## config.mk

```make
export PLATFORM = sky130hd
export DESIGN_NAME = decade_run_ctrl
export DESIGN_NICKNAME = d
export VERILOG_FILES = /design/src/rtl/decade_pkg.sv /design/src/rtl/decade_cell.sv /design/src/rtl/decade_run_ctrl.sv
export SDC_FILE = /design/constraint.sdc
export NUM_CORES = 1
export LEC_CHECK = 0
export CAP_MARGIN = 10
export CORE_MARGIN = 2
export CORE_UTILIZATION = 55
export DETAILED_ROUTE_END_ITERATION = 16
export PLACE_DENSITY = 0.85
export RECOVER_POWER = 25
export SLEW_MARGIN = 20
export SYNTH_ARGS = -nofsm -noshare
export SYNTH_HDL_FRONTEND = slang
export SYNTH_SLANG_ARGS = --single-unit
export TNS_END_PERCENT = 5
```

## constraint.sdc

```tcl
create_clock -name clk -period 9.4 [get_ports clk]
set_input_delay 0.94 -clock clk [delete_from_list [all_inputs] [get_ports clk]]
set_output_delay 0.94 -clock clk [all_outputs]
set_load 0.03 [all_outputs]
```

## src/rtl/decade_pkg.sv

```systemverilog
// Shared types and constants for the decade run controller and its digit cells.
package decade_pkg;

  typedef enum logic [1:0] {IDLE, RUN, PAUSE, DONE} run_state_t;

  typedef logic [3:0] bcd_t;

  localparam bcd_t BCD_MAX = 4'd9;

  // Successor of a BCD digit; anything at or above 9 rolls to 0 so a digit never leaves 0-9.
  function automatic bcd_t bcd_succ(input bcd_t d);
    return (d >= BCD_MAX) ? 4'd0 : d + 4'd1;
  endfunction

endpackage

```

## src/rtl/decade_cell.sv

```systemverilog
// One BCD digit of the cascade: clears, optionally loads, and increments with carry out at 9.
module decade_cell
  import decade_pkg::*;
(
  input  logic clk,
  input  logic reset,
  input  logic clr,
  input  logic inc,
  input  logic load_en,
  input  bcd_t load_val,
  output bcd_t q,
  output bcd_t nxt,
  output logic carry_out
);

  bcd_t q_q, q_d;

  assign q         = q_q;
  assign nxt       = inc ? bcd_succ(q_q) : q_q;
  assign carry_out = inc & (q_q == BCD_MAX);

  // Out-of-range load values are refused so the digit stays a legal BCD value.
  always_comb begin
    q_d = q_q;
    if (clr) begin
      q_d = '0;
    end else if (load_en && (load_val <= BCD_MAX)) begin
      q_d = load_val;
    end else if (inc) begin
      q_d = bcd_succ(q_q);
    end
  end

  always_ff @(posedge clk or negedge reset) begin
    if (!reset) begin
      q_q <= '0;
    end else begin
      q_q <= q_d;
    end
  end

endmodule

```

## src/rtl/decade_run_ctrl.sv

```systemverilog
// Run/stop sequencer for a cascade of decade counters: prescaled count ticks,
// start/stop/clear command FSM, ripple through DIGITS cells and terminal-count halt.
module decade_run_ctrl
  import decade_pkg::*;
#(
  parameter int DIGITS   = 4,
  parameter int TICK_DIV = 10
) (
  input  logic                clk,
  input  logic                reset,
  input  logic                start,
  input  logic                stop,
  input  logic                clear,
  input  logic                target_en,
  input  logic [4*DIGITS-1:0] target,
  output logic [4*DIGITS-1:0] count,
  output logic                running,
  output logic                done,
  output logic                tick,
  output logic                wrap
);

  localparam int PRE_W = (TICK_DIV > 1) ? $clog2(TICK_DIV) : 1;
  localparam logic [PRE_W-1:0] PRE_LAST = PRE_W'(TICK_DIV - 1);
  localparam logic [4*DIGITS-1:0] ALL_NINES = {DIGITS{BCD_MAX}};

  run_state_t state_q, state_d;
  logic [PRE_W-1:0] pre_q, pre_d;
  logic done_q, done_d;
  logic tick_q, tick_d;
  logic wrap_q, wrap_d;

  logic cnt_clr;
  logic cnt_inc;
  logic [DIGITS-1:0] dig_inc;
  logic [DIGITS-1:0] carry;
  logic [4*DIGITS-1:0] count_q;
  logic [4*DIGITS-1:0] count_nxt;
  logic wrap_hit;
  logic target_hit;

  // An increment happens on a RUN edge that completes a prescaler period and is not pre-empted by a command.
  assign cnt_inc = (state_q == RUN) && !clear && !stop && (pre_q == PRE_LAST);

  // Each digit's increment is decoded from the registered count below it, so there is no combinational carry chain.
  for (genvar g = 0; g < DIGITS; g++) begin : g_digit
    if (g == 0) begin : g_lsd
      assign dig_inc[g] = cnt_inc;
    end else begin : g_upper
      assign dig_inc[g] = cnt_inc && (count_q[4*g-1:0] == ALL_NINES[4*g-1:0]);
    end

    decade_cell u_cell (
      .clk       (clk),
      .reset     (reset),
      .clr       (cnt_clr),
      .inc       (dig_inc[g]),
      .load_en   (1'b0),
      .load_val  (4'd0),
      .q         (count_q[4*g +: 4]),
      .nxt       (count_nxt[4*g +: 4]),
      .carry_out (carry[g])
    );
  end

  assign wrap_hit   = &carry;
  assign target_hit = target_en && (count_nxt == target);

  always_comb begin
    state_d = state_q;
    pre_d   = pre_q;
    done_d  = done_q;
    tick_d  = 1'b0;
    wrap_d  = 1'b0;
    cnt_clr = 1'b0;
    if (clear) begin
      state_d = IDLE;
      pre_d   = '0;
      done_d  = 1'b0;
      cnt_clr = 1'b1;
    end else begin
      unique case (state_q)
        IDLE, PAUSE: begin
          if (start && !stop) state_d = RUN;
        end
        RUN: begin
          if (stop) begin
            state_d = PAUSE;
          end else if (cnt_inc) begin
            pre_d  = '0;
            tick_d = 1'b1;
            wrap_d = wrap_hit;
            if (target_hit) begin
              state_d = DONE;
              done_d  = 1'b1;
            end
          end else begin
            pre_d = pre_q + 1'b1;
          end
        end
        DONE: begin
          state_d = DONE;
        end
        default: begin
          state_d = IDLE;
        end
      endcase
    end
  end

  always_ff @(posedge clk or negedge reset) begin
    if (!reset) begin
      state_q <= IDLE;
      pre_q   <= '0;
      done_q  <= 1'b0;
      tick_q  <= 1'b0;
      wrap_q  <= 1'b0;
    end else begin
      state_q <= state_d;
      pre_q   <= pre_d;
      done_q  <= done_d;
      tick_q  <= tick_d;
      wrap_q  <= wrap_d;
    end
  end

  assign count   = count_q;
  assign running = (state_q == RUN);
  assign done    = done_q;
  assign tick    = tick_q;
  assign wrap    = wrap_q;

endmodule
```

==> run summary <==
Final setup violation count - 0
Clock skew - 0.0108 ns
# Post-CTS Setup Buffers - 0
Slew Limit Fails - 0
Worst path slowest cell - clkdlybuf4s50_1
Tot Pwr - 184 uW
Avg Vias per Cell - 5.80
Crit-path max cell delay - 0.87 ns
First drt pass iteration count - 4
CP startpoint kind - primary input
Number of I/O port buffers - 41
Die width - 63.8 um
Post-CTS Resized - 0
Tcrit/Tclk final - 44.3%
Hold Path Class - reg -> reg
Clock transition at the registers of the reported paths - 0.15 ns
Worst slew pin tran - 1.34 ns
Status - complete, no violations
Sequential-to-total area share from yosys stat - 31.8%
Min Clock Period, post-route - 4.17 ns
Register bit total from synthesis - 25
Clk Latency, worst-skew pair - 0.33 ns
R2r startpoint - pre_q[1]
Final WL - 4570 um
DR iter-0 viols - 193
CTS Buf Count - 3
CP max FO - 24
DRC - 0
Cell Chain, Critical Path - clkdlybuf4s50_1 > nor4b_2 > and4_1 > a21oi_1 > a221o_1 > or4_1 > nor4_2 > a31o_1
P_leak - 0.991 nW
PnR worst setup slack - 5.23 ns
Gpl congestion - 0.875
Number of core rows - 21
Tot GR Track Use - 24.4%
Starting density of the core - 58.1%
CP arrival - 4.44 ns
Most frequent cells in the layout - clkdlybuf4s50_1 (40), dfrtp_1 (25), nand2_1 (24), a21oi_1 (24), nor2_1 (22)
Ys flop type - dfrtp_1
Core box area - 3390 sq um
CTS Sinks - 25
Vias - 1862
Root Buffer - clkbuf_4
CP Class - in -> reg
Most common cell after layout, fill and taps aside - clkdlybuf4s50_1
Layout cells sized above 1 - 2.91%
Diodes inserted - 0
Hold Slack - 0.573 ns
Fmax - 0.240 GHz
Hold Fails Final Rpt - 0
Max cap viols - 0
Post-synthesis async set-or-reset flop share - 100%
Htree depth - 1
Post-layout utilization of the core - 71.5%
Yosys warnings - 0
Syn_area_per_cell - 8.34 sq um
Hpwl dp - 3420 um
Cell variety after synth - 54
TritonCTS clock tree - yes
Cells after Synth - 236
Clock buffer depth - 2
Final ANT Viol Nets - 0
Initial antenna violation count - 0
Nature of the critical path endpoint - register
Peak VDD IR - 0.0000633 V
Post-Syn Nets - 272
Drt wl/cell - 14.2 um
CP required - 9.67 ns
Unrepaired setup endpoints after global routing - false
Die Area - 4080 sq um
Largest net degree at the start of global routing - 26
DP Worst Slack - 4.93 ns
Final Non-Filler Cells - 321
Area Growth Syn to Fin - 23.0%
Cells after DPL - 317
GRT Residual Overflow - 0
Height of the die - 63.8 um
Vias in the first global route - 1699
Pwr dens - 76.1 nW/um^2
Cell area after layout - 2420 sq um
Post-CTS Hold Buffers - 0
First-pass GRT wire length - 7990 um
HP Start - done
Boundary Pins - 42
Mapped Area - 1970 sq um
Final #Nets - 312
Rel. slew slack - 10.8%
Placed Area - 2400 sq um
EDFF count, synth - 0
Total negative slack - 0 ns
Worst setup startpoint - clear
-- Yosys cell counts, drive strengths merged (2+ instances only) --
cell / number / area [sq um]
ha: 14 / 175
and3b: 4 / 35.0
and2: 4 / 25.0
a21boi: 4 / 30.0
o2111ai: 2 / 17.5
clkbuf: 3 / 11.3
o211ai: 2 / 15.0
a211oi: 4 / 30.0
nor4: 3 / 25.0
nand4b: 2 / 17.5
nor3: 6 / 30.0
and3: 2 / 12.5
xnor2: 9 / 78.8
nor2b: 2 / 12.5
or3b: 2 / 17.5
nand3: 7 / 35.0
nand2: 24 / 90.1
o22ai: 2 / 12.5
dfrtp: 25 / 626
xor2: 6 / 52.6
nand4: 4 / 31.3
nor2: 22 / 82.6
buf: 3 / 23.8
o31a: 2 / 17.5
a211o: 2 / 17.5
a21oi: 24 / 120
a22oi: 2 / 15.0
nand2b: 3 / 18.8
a22o: 2 / 17.5
inv: 18 / 67.6
o21ai: 10 / 50.1
-- metal layers --
metal / track usage [%] / wire, um / part of all wire (%) / up-vias
li1: - / - / - / 922
met1: 36.0 / 2200 / 48 / 870
met2: 36.6 / 2030 / 45 / 60
met3: 3.35 / 262 / 5.7 / 10
met4: 8.15 / 71 / 1.6 / 0
met5: 0 / 0 / 0 / -
-- cell families after synthesis --
kind of cell / share of synthesized area, %
xor+xnor: 6.67
buf+inv: 5.21
simple gates: 26.0
mux: 0.508
fa+ha+maj: 8.89
flops: 31.8
compound gates: 20.9
-- sequential cells by signal, summed over array words and instances (netlist names) --
| register | cells |
|---|---|
| g_digit.u_cell.q | 16 |
| done | 1 |
| tick | 1 |
| state_q | 2 |
| pre_q | 4 |
| wrap | 1 |
-- worst max-delay path, delay by kind of cell --
| kind | cells | cell delay, ns |
|---|---|---|
| buffers and inverters | 1 | 0.87 |
| AND/OR/NAND/NOR | 4 | 1.94 |
| AO/OA/AOI/OAI | 3 | 0.67 |
-- layout make-up --
| type | instances | area, sq um |
|---|---|---|
| multi-input cells | 187 | 1240 |
| well taps | 46 | 57.6 |
| inverters | 18 | 67.6 |
| repair buffers | 41 | 404 |
| flip-flops and latches | 25 | 626 |
| clock buffers | 4 | 26.3 |
| fillers | 272 | 967 |
-- worst paths after layout --
check	endpoint	slack (ns)	cells past startpoint
setup / recovery	state_q[1]	5.23	8
max in group asynchronous	pre_q[0]	7.73	1
hold reg to reg	done	0.57	1
setup reg to reg	state_q[1]	6.01	10
hold / removal	done	0.57	1
min in group asynchronous	g_digit[2].u_cell.q[0]	0.87	1
-- power breakdown --
part	switching, mW	internal, mW	total [mW]	leakage [nW]
combinational	0.0121	0.0128	0.0249	0.628
clock	0.0338	0.0166	0.0504	0.0150
sequential	0.00100	0.108	0.109	0.348
total	0.0469	0.138	0.184	0.991
Note: power is estimated with default switching activity, not from simulation.
